`config.mk`:
```
export PLATFORM = sky130hd
export DESIGN_NAME = cp0_intc_flat
export DESIGN_NICKNAME = d
export VERILOG_FILES = /design/src/rtl/cp0_intc_if.sv /design/src/rtl/cp0_intc.sv /design/src/flat_wrapper.sv
export SDC_FILE = /design/constraint.sdc
export NUM_CORES = 1
export LEC_CHECK = 0
export BUFFER_PORTS_ARGS = -buffer_cell sky130_fd_sc_hd__buf_2
export CAP_MARGIN = 0
export CORE_ASPECT_RATIO = 0.9
export CORE_MARGIN = 2
export CORE_UTILIZATION = 53
export CTS_BUF_LIST = sky130_fd_sc_hd__clkbuf_4
export CTS_CLUSTER_DIAMETER = 150
export CTS_CLUSTER_SIZE = 28
export DETAILED_ROUTE_END_ITERATION = 16
export PLACE_DENSITY = 0.77
export SETUP_SLACK_MARGIN = 0.2
export SYNTH_ARGS = -nofsm -noshare
export SYNTH_HDL_FRONTEND = slang
export SYNTH_SLANG_ARGS = --single-unit
```
`constraint.sdc`:
```
create_clock -name clk -period 2.5 [get_ports clk]
set_clock_uncertainty 0.2 [all_clocks]
set_input_delay 0.5 -clock clk [delete_from_list [all_inputs] [get_ports clk]]
set_output_delay 0.5 -clock clk [all_outputs]
set_load 0.1 [all_outputs]
```
`src/rtl/cp0_intc_if.sv`:
```
// Software register / pipeline handshake bus of the CP0 interrupt controller.
interface cp0_intc_if #(
  parameter int unsigned N_EXT   = 6,
  parameter int unsigned N_TIMER = 1
);
  localparam int unsigned P = 2 + N_EXT + N_TIMER;

  logic [N_EXT-1:0] ext_int;
  logic             wr_en;
  logic [3:0]       wr_sel;
  logic [31:0]      wr_data;
  logic [3:0]       rd_sel;
  logic [31:0]      rd_data;
  logic             int_ack;
  logic             eret;
  logic             int_req;
  logic [P-1:0]     int_pend;

  modport master (
    output ext_int, wr_en, wr_sel, wr_data, rd_sel, int_ack, eret,
    input  rd_data, int_req, int_pend
  );

  modport slave (
    input  ext_int, wr_en, wr_sel, wr_data, rd_sel, int_ack, eret,
    output rd_data, int_req, int_pend
  );
endinterface

```
`src/rtl/cp0_intc.sv`:
```
// CP0 interrupt controller: count/compare timers, status/cause, ext line capture.
// Optional CP0_INTC_SYNC_EN: two-flop synchroniser on ext_int instead of one stage.
module cp0_intc #(
  parameter int unsigned       N_EXT     = 6,
  parameter int unsigned       N_TIMER   = 1,
  parameter int unsigned       COUNT_DIV = 2,
  parameter logic [N_EXT-1:0]  EDGE_MASK = '0
) (
  input  logic       clk,
  input  logic       reset,
  cp0_intc_if.slave  bus
);
  localparam int unsigned P  = 2 + N_EXT + N_TIMER;
  localparam int unsigned PW = (COUNT_DIV > 1) ? $clog2(COUNT_DIV) : 1;
  localparam logic [PW-1:0] PRESC_MAX = PW'(COUNT_DIV - 1);

  logic [31:0]        r_count;
  logic [PW-1:0]      r_presc;
  logic [31:0]        r_cmp [N_TIMER];
  logic [N_TIMER-1:0] r_tip;
  logic               r_ie;
  logic               r_exl;
  logic [P-1:0]       r_im;
  logic [1:0]         r_soft;
  logic [N_EXT-1:0]   r_edge;
  logic [N_EXT-1:0]   r_ext_s1;
  logic [N_EXT-1:0]   r_ext_prev;

  logic [N_EXT-1:0]   w_ext_sync;
  logic [N_EXT-1:0]   w_rise;
  logic [N_EXT-1:0]   w_ext_ip;
  logic [N_EXT-1:0]   w_w1c;
  logic [P-1:0]       w_ip;
  logic [P-1:0]       w_pend;
  logic               w_req;
  logic               w_ack;
  logic               w_tick;
  logic               w_wr_count;
  logic               w_wr_status;
  logic               w_wr_cause;
  logic [N_TIMER-1:0] w_wr_cmp;
  logic [N_TIMER-1:0] w_match;

  // External line capture
  always_ff @(posedge clk) begin
    if (reset) r_ext_s1 <= '0;
    else       r_ext_s1 <= bus.ext_int;
  end

`ifdef CP0_INTC_SYNC_EN
  logic [N_EXT-1:0] r_ext_s2;

  always_ff @(posedge clk) begin
    if (reset) r_ext_s2 <= '0;
    else       r_ext_s2 <= r_ext_s1;
  end

  assign w_ext_sync = r_ext_s2;
`else
  assign w_ext_sync = r_ext_s1;
`endif

  always_ff @(posedge clk) begin
    if (reset) r_ext_prev <= '0;
    else       r_ext_prev <= w_ext_sync;
  end

  assign w_wr_count  = bus.wr_en && (bus.wr_sel == 4'd0);
  assign w_wr_status = bus.wr_en && (bus.wr_sel == 4'd1);
  assign w_wr_cause  = bus.wr_en && (bus.wr_sel == 4'd2);
  assign w_tick      = (r_presc == PRESC_MAX);

  always_comb begin
    w_wr_cmp = '0;
    w_match  = '0;
    for (int i = 0; i < int'(N_TIMER); i++) begin
      w_wr_cmp[i] = bus.wr_en && (bus.wr_sel == 4'(3 + i));
      w_match[i]  = (r_count == r_cmp[i]);
    end
  end

  // Edge bits stay latched until W1C; a rise in the same cycle wins over the clear
  assign w_w1c    = w_wr_cause ? bus.wr_data[2 +: N_EXT] : '0;
  assign w_rise   = w_ext_sync & ~r_ext_prev;
  assign w_ext_ip = (EDGE_MASK & r_edge) | (~EDGE_MASK & w_ext_sync);
  assign w_ip     = {r_tip, w_ext_ip, r_soft};
  assign w_pend   = w_ip & r_im;
  assign w_req    = r_ie & ~r_exl & (|w_pend);
  assign w_ack    = bus.int_ack & w_req;

  assign bus.int_req  = w_req;
  assign bus.int_pend = w_pend;

  // Count, prescaler and compare channels
  always_ff @(posedge clk) begin
    if (reset) begin
      r_count <= '0;
      r_presc <= '0;
      r_tip   <= '0;
      for (int i = 0; i < int'(N_TIMER); i++) r_cmp[i] <= '0;
    end else begin
      if (w_wr_count) begin
        r_count <= bus.wr_data;
        r_presc <= '0;
      end else if (w_tick) begin
        r_count <= r_count + 32'd1;
        r_presc <= '0;
      end else begin
        r_presc <= r_presc + PW'(1);
      end
      for (int i = 0; i < int'(N_TIMER); i++) begin
        if (w_wr_cmp[i]) begin
          r_cmp[i] <= bus.wr_data;
          r_tip[i] <= 1'b0;
        end else if (w_match[i]) begin
          r_tip[i] <= 1'b1;
        end
      end
    end
  end

  // Status and cause state; an accepted interrupt always lands with EXL set
  always_ff @(posedge clk) begin
    if (reset) begin
      r_ie   <= 1'b0;
      r_exl  <= 1'b0;
      r_im   <= '0;
      r_soft <= '0;
      r_edge <= '0;
    end else begin
      if (w_wr_status) begin
        r_ie <= bus.wr_data[0];
        r_im <= bus.wr_data[16 +: P];
      end
      if (w_ack)            r_exl <= 1'b1;
      else if (bus.eret)    r_exl <= 1'b0;
      else if (w_wr_status) r_exl <= bus.wr_data[1];
      if (w_wr_cause) r_soft <= bus.wr_data[1:0];
      r_edge <= ((r_edge & ~w_w1c) | w_rise) & EDGE_MASK;
    end
  end

  always_comb begin
    bus.rd_data = '0;
    case (bus.rd_sel)
      4'd0: bus.rd_data = r_count;
      4'd1: begin
        bus.rd_data[0]        = r_ie;
        bus.rd_data[1]        = r_exl;
        bus.rd_data[16 +: P]  = r_im;
      end
      4'd2: bus.rd_data = 32'(w_ip);
      default: begin
        for (int i = 0; i < int'(N_TIMER); i++) begin
          if (bus.rd_sel == 4'(3 + i)) bus.rd_data = r_cmp[i];
        end
      end
    endcase
  end
endmodule

```
`src/flat_wrapper.sv`:
```
// flat-port wrapper written by rule: the top's interface ports become plain ports
module cp0_intc_flat 
#(
  parameter int unsigned       N_EXT     = 6,
  parameter int unsigned       N_TIMER   = 1,
  parameter int unsigned       COUNT_DIV = 2,
  parameter logic [N_EXT-1:0]  EDGE_MASK = '0
)
  (clk, reset, bus_ext_int, bus_wr_en, bus_wr_sel, bus_wr_data, bus_rd_sel, bus_int_ack, bus_eret, bus_rd_data, bus_int_req, bus_int_pend);
  cp0_intc_if #(.N_EXT(N_EXT), .N_TIMER(N_TIMER)) bus_i ();
  input  logic clk;
  input  logic reset;
  input wire logic [$bits(bus_i.ext_int)-1:0] bus_ext_int;
  input wire logic [$bits(bus_i.wr_en)-1:0] bus_wr_en;
  input wire logic [$bits(bus_i.wr_sel)-1:0] bus_wr_sel;
  input wire logic [$bits(bus_i.wr_data)-1:0] bus_wr_data;
  input wire logic [$bits(bus_i.rd_sel)-1:0] bus_rd_sel;
  input wire logic [$bits(bus_i.int_ack)-1:0] bus_int_ack;
  input wire logic [$bits(bus_i.eret)-1:0] bus_eret;
  output wire logic [$bits(bus_i.rd_data)-1:0] bus_rd_data;
  output wire logic [$bits(bus_i.int_req)-1:0] bus_int_req;
  output wire logic [$bits(bus_i.int_pend)-1:0] bus_int_pend;
  assign bus_i.ext_int = bus_ext_int;
  assign bus_i.wr_en = bus_wr_en;
  assign bus_i.wr_sel = bus_wr_sel;
  assign bus_i.wr_data = bus_wr_data;
  assign bus_i.rd_sel = bus_rd_sel;
  assign bus_i.int_ack = bus_int_ack;
  assign bus_i.eret = bus_eret;
  assign bus_rd_data = bus_i.rd_data;
  assign bus_int_req = bus_i.int_req;
  assign bus_int_pend = bus_i.int_pend;
  cp0_intc #(.N_EXT(N_EXT), .N_TIMER(N_TIMER), .COUNT_DIV(COUNT_DIV), .EDGE_MASK(EDGE_MASK)) u_core (.clk(clk), .reset(reset), .bus(bus_i));
endmodule
```
### Yosys cells after proc, flatten, opt, wreduce, memory -nomap -nowiden

Memories as Yosys holds them, arrays and structs flattened.
Index checks and enable logic that the tools add are counted.

* register bits after elaboration: 53
* bits in latches: 0
* memory bits (writable): 32
* ROM bits: 0
* bits of input ports: 51
* output and inout port bits: 42
* word-level logic and storage cells: 53
* memories: 1

Memories
* u_core.r_cmp: words 1, bits a word 32, rd ports 1, clocked after memory_dff 0, wr ports 1, line cp0_intc.sv:19 `logic [31:0] r_cmp [N_TIMER];`

* add/subtract/negate cells: 2
* $mul: 0
* divide/modulo/power cells: 0
* order comparisons: 0
* eq/ne operators: 7
* shift-type cells: 0
* multiplexer cells: 17
* bitwise gates (word level): 5
* reduce and logical (&&, ||, !) cells: 13

Operators with widths (number)
* $mux W32: 4
* $pmux W14 S3: 1
* $add A32 B1 Y32 const B: 1
* $eq A32 B32 Y1: 1
* $reduce_or A32 Y1: 1
* $pmux W9 S3: 1
* $eq A4 B2 Y1 const B: 4
* $pmux W7 S2: 1
* $and A9 B9 Y9: 1
* $mux W1: 9
* $reduce_or A9 Y1: 1
* $eq A4 B1 Y1 const B: 2
* $logic_not A4 Y1: 2
* $pmux W2 S3: 1
* $logic_and A1 B1 Y1: 4
* $reduce_or A2 Y1: 2
* $and A1 B1 Y1: 3
* $reduce_bool A3 Y1: 1
* $reduce_or A3 Y1: 1
* $reduce_bool A2 Y1: 1
* $add A1 B1 Y1 const B: 1
* $not A1 Y1: 1

### Logic depth before layout (Yosys ltp)

* depth after elaboration: 7
* mapped depth: 6

### Least setup slack after synthesis

OpenSTA, ideal clock, no wires.

* path kind: reg2out
* from: register u_core.r_soft[0]
* to: output bus_int_req
* arrival: 2139 ps
* path slack: -339 ps
* stages on the path, launching flop included: 4
* buffers on the path: 0
* path through: dfxtp_1 and2_1 or4_1 o41a_1

* word-level cells in the longest chain between the ends: 3

RTL lines
* from (decl): line cp0_intc.sv:24 `logic [1:0] r_soft;`
* from (signal assigned): line cp0_intc.sv:138 `if (w_wr_cause) r_soft <= bus.wr_data[1:0];`
* $and A9 B9 Y9: line cp0_intc.sv:87 `assign w_pend = w_ip & r_im;`
* named net bus_int_pend[0]: line flat_wrapper.sv:22 `output wire logic [$bits(bus_i.int_pend)-1:0] bus_int_pend;`
* $reduce_or A9 Y1: line cp0_intc.sv:88 `assign w_req = r_ie & ~r_exl & (|w_pend);`
* $and A1 B1 Y1: line cp0_intc.sv:88
* to (decl): line flat_wrapper.sv:21 `output wire logic [$bits(bus_i.int_req)-1:0] bus_int_req;`

The timed path passes the listed nets, and every way through them passes these cells.

### Worst setup path after layout

* from: register u_core.r_soft[0]
* to: output bus_int_req

* word-level cells in the longest chain between the ends: 3

RTL lines (line)
* $and A9 B9 Y9: cp0_intc.sv:87
* $reduce_or A9 Y1: cp0_intc.sv:88
* $and A1 B1 Y1: cp0_intc.sv:88

No other way between the ends.

==> metrics <==
register-to-register setup slack 0.25 ns; drt initial violations 565; register area share after synthesis 0.434; post-synthesis share of cell area spent on xor and xnor gates 0.117; routed vias 4770; required time of the critical path 1.80 ns; Cells on Worst Hold Path 2; Cells after Synth 487; crit-path cells and2_4, or4_4, o41a_4, buf_12; Design Area, Final 6980 um2; EDFF count, synth 32; clock-pin slew of the registers on the worst-case setup and hold paths 0.16 ns; overflow left after global routing 0; standard-cell row count 32; Routability Congestion 0.878; launch instance of the worst register-to-register path u_core.r_count[2]; area of the core region 8570 um2; average cell area after synthesis 9.57 um2; Worst Hold Slack 0.0406 ns; fraction of registers with async set or reset after synthesis 0; Die X 103 um; number of buffers inserted during clock tree synthesis 9; register bit count reported by yosys 85; share of the synthesized area in the top cell type 0.228; Yosys cell types 45; most utilized layer in the global route result met2; crit path setup slack, layout -0.323 ns; destination of the worst register-to-register timing path u_core.r_count[31]; FMAX 0.354 GHz; combinational family with the most area after synthesis simple AND/OR/NAND/NOR gates; Post-Syn Area 4660 um2; CTS Hold Bufs 0; I/O Pins 93; port bufs 92; MaxCap Viol Count 0; via density per instance 6.57; static leakage power 0.00293 uW; prevailing post-synth register cell sky130_fd_sc_hd__dfxtp_1; Min-Delay Startpoint bus_ext_int[4]; worst IR drop on VDD 0.243 mV; CTS tree yes; status finished, violations left; depth of the most critical reg-to-reg path 6; cell chosen for the clock root sky130_fd_sc_hd__clkbuf_4; effective utilization at floorplan 0.544; area growth from synthesis to layout 49.7%; met3 routing resource usage after global routing 0.0574; total power 2990 uW; multiplexer share of the synthesized area 0.0322; Post-layout nets 653; Final Hold Viols 0; kind of launch point of the worst setup path flop; simple logic cell fraction of the synthesized area 0.249; relative slew slack 0.594; GRT Overall Usage 0.370; unrepaired setup endpoints after global routing yes; failing checks setup timing; layout filler cell count 479; vertical die dimension 93.0 um; clock sink count 85; area share of fa/ha/maj cells after synthesis 0.00269; cell with the largest stage delay on the worst path sky130_fd_sc_hd__or4_4; area enclosed by the die boundary 9560 um2; cell types with the highest counts after synthesis 53 x sky130_fd_sc_hd__dfxtp_1, 52 x sky130_fd_sc_hd__nor2_1, 44 x sky130_fd_sc_hd__and2_1; type of the tightest min-delay check input port to flop; Core Util, Final 0.814; cell area reported after detailed placement 6100 um2; global-route wire length before repair 26.2 mm; final worst path period share 1.13; fraction of final layout cells sized beyond drive strength 1 0.409; arrival time of data at the critical path endpoint 2.12 ns; first-pass iteration count of the detailed router 5; critical-path maximum fanout 3; clock period minus final worst setup slack 2.82 ns; global-route track usage on met1 0.461; number of pins exceeding their max-slew limit in the final report 0; number of nets still failing antenna checks after routing 0; initial antenna violation count 0; Routed WL per cell 25.6 um; final number of setup-violating endpoints 1; global-route met2 utilization 0.580; Bufs on Longest Clock Path 2; highest cell delay on the worst timing path 0.54 ns; syn_nets 539; detailed-route DRC error count 0; Synth area leaders sky130_fd_sc_hd__dfxtp_1 23%, sky130_fd_sc_hd__edfxtp_1 21%, sky130_fd_sc_hd__xnor2_1 7.7%; routed wire length 18.6 mm; count of yosys warnings during synthesis 0; Worst Max-Slew Pin Slew 0.609 ns; P per Cell Area 428 nW/um2; maximum number of pins on one net before global-route repair 62; endpoint of the worst hold path u_core.r_ext_s1[4]; most repeated cell in the gate-level netlist after synthesis sky130_fd_sc_hd__dfxtp_1; Yosys top cell by area sky130_fd_sc_hd__dfxtp_1; number of global-route vias before repair 4753; sum of net half-perimeters after detailed placement 9.94 mm; CTS H-tree lvls 3; category of the worst setup path capture point output pin; Compound-Gate Fraction of Synth Area 0.132; clock latency reported for the late side of the worst-skew pair 0.47 ns; classification of the worst setup path flop to output pin
## layer usage
metal,up-vias,routed length [um]
met3,139,1930
met1,2225,6540
li1,1982,-
met2,424,8560
met5,-,0
met4,0,1590
## kinds of logic after synthesis
| logic type | after synthesis |
|---|---|
| buffers and inverters | 39 |
| multiplexers | 15 |
| AND/OR/NAND/NOR | 210 |
| XOR/XNOR | 62 |
| AO/OA/AOI/OAI | 75 |
| adder cells (fa/ha/maj) | 1 |
| flip-flops | 85 |
## worst max path at each step
| stage | to | depth (start not counted) | slack [ns] | startpoint |
|---|---|---|---|---|
| 6_report | bus_int_req | 4 | -0.32 | u_core.r_soft[0] |
| 5_1_grt | bus_int_req | 4 | -0.33 | u_core.r_soft[0] |
| 4_1_cts | bus_int_req | 4 | -0.25 | u_core.r_ext_s1[2] |
| 3_5_place_dp | bus_rd_data[7] | 6 | 0.05 | bus_rd_sel[1] |
| 3_3_place_gp | bus_int_req | 4 | 0.1 | u_core.r_tip |
| 2_1_floorplan | bus_rd_data[20] | 4 | 0.16 | bus_rd_sel[1] |
## cells in the final DEF (no fill, tap or decap), types with 3 or more instances in the layout
cell                        n
sky130_fd_sc_hd__nand2_2    3
sky130_fd_sc_hd__nand4_1   20
sky130_fd_sc_hd__buf_12    41
sky130_fd_sc_hd__a21oi_1    4
sky130_fd_sc_hd__xnor2_1   41
sky130_fd_sc_hd__buf_8      4
sky130_fd_sc_hd__and2_1    42
sky130_fd_sc_hd__and3_1     3
sky130_fd_sc_hd__nand2_1   13
sky130_fd_sc_hd__nand3_1   10
sky130_fd_sc_hd__nand2_4   27
sky130_fd_sc_hd__clkbuf_4  11
sky130_fd_sc_hd__and4_1     3
sky130_fd_sc_hd__dfxtp_1   47
sky130_fd_sc_hd__nor3b_1    3
sky130_fd_sc_hd__nor4_1     3
sky130_fd_sc_hd__buf_4     24
sky130_fd_sc_hd__nor2b_1    7
sky130_fd_sc_hd__xor2_1    21
sky130_fd_sc_hd__mux2i_1   15
sky130_fd_sc_hd__a22o_4    14
sky130_fd_sc_hd__edfxtp_1  32
sky130_fd_sc_hd__buf_16     5
sky130_fd_sc_hd__a211oi_2   7
sky130_fd_sc_hd__a22oi_2   16
sky130_fd_sc_hd__buf_6     10
sky130_fd_sc_hd__a22o_1     4
sky130_fd_sc_hd__a211oi_1  23
sky130_fd_sc_hd__nor2_1    52
sky130_fd_sc_hd__dfxtp_2    6
sky130_fd_sc_hd__buf_2     54
## report_power, final
part	internal (uW)	total, uW	switching (uW)
Combinational	213	497	285
Clock	408	917	509
Sequential	1490	1570	80.6
## timing repair
item | 4_1_cts | 5_1_grt
resized for setup | 77 | 20
pin swaps | 37 | 23
endpoints found under the setup margin | 33 | 48
endpoints found under the hold margin | 0 | 0
cloned | 6 | 2
setup buffers | 14 | 5
## through the flow
stage | TNS, ns | worst slack [ns] | std cells
3_5_place_dp | 0 | 0.0525 | 682
6_report | -0.323 | -0.323 | 726
5_1_grt | -0.327 | -0.327 | 725
4_1_cts | -0.253 | -0.253 | 718
3_3_place_gp | 0 | 0.0978 | 682
2_1_floorplan | 0 | 0.163 | 487
## sequential cells by signal (all words and copies together), names as in the netlist
register,flops
u_core.r_presc,1
u_core.r_soft,2
u_core.r_cmp,32
u_core.r_im,9
u_core.r_ext_s1,6
u_core.r_ie,1
u_core.r_tip,1
u_core.r_exl,1
u_core.r_count,32
## worst max-delay path: cells and delay by family (launching register included)
kind | cells | cell delay, ns
simple gates | 2 | 0.72
flops | 1 | 0.38
compound gates | 1 | 0.38
buf+inv | 1 | 0.17
## cell type report
cell class / count / area (um2) / area share
multi-input combinational: 363 / 3000 / 0.430
clock inverter: 6 / 77.6 / 0.0111
tap: 119 / 149 / 0.0213
antenna: 1 / 2.50 / 0.000359
clock buffer: 10 / 75.1 / 0.0108
sequential: 85 / 2030 / 0.291
inverter: 1 / 3.75 / 0.000538
timing repair buffer: 141 / 1640 / 0.235
No activity file was read; power rests on OpenSTA's default activity.
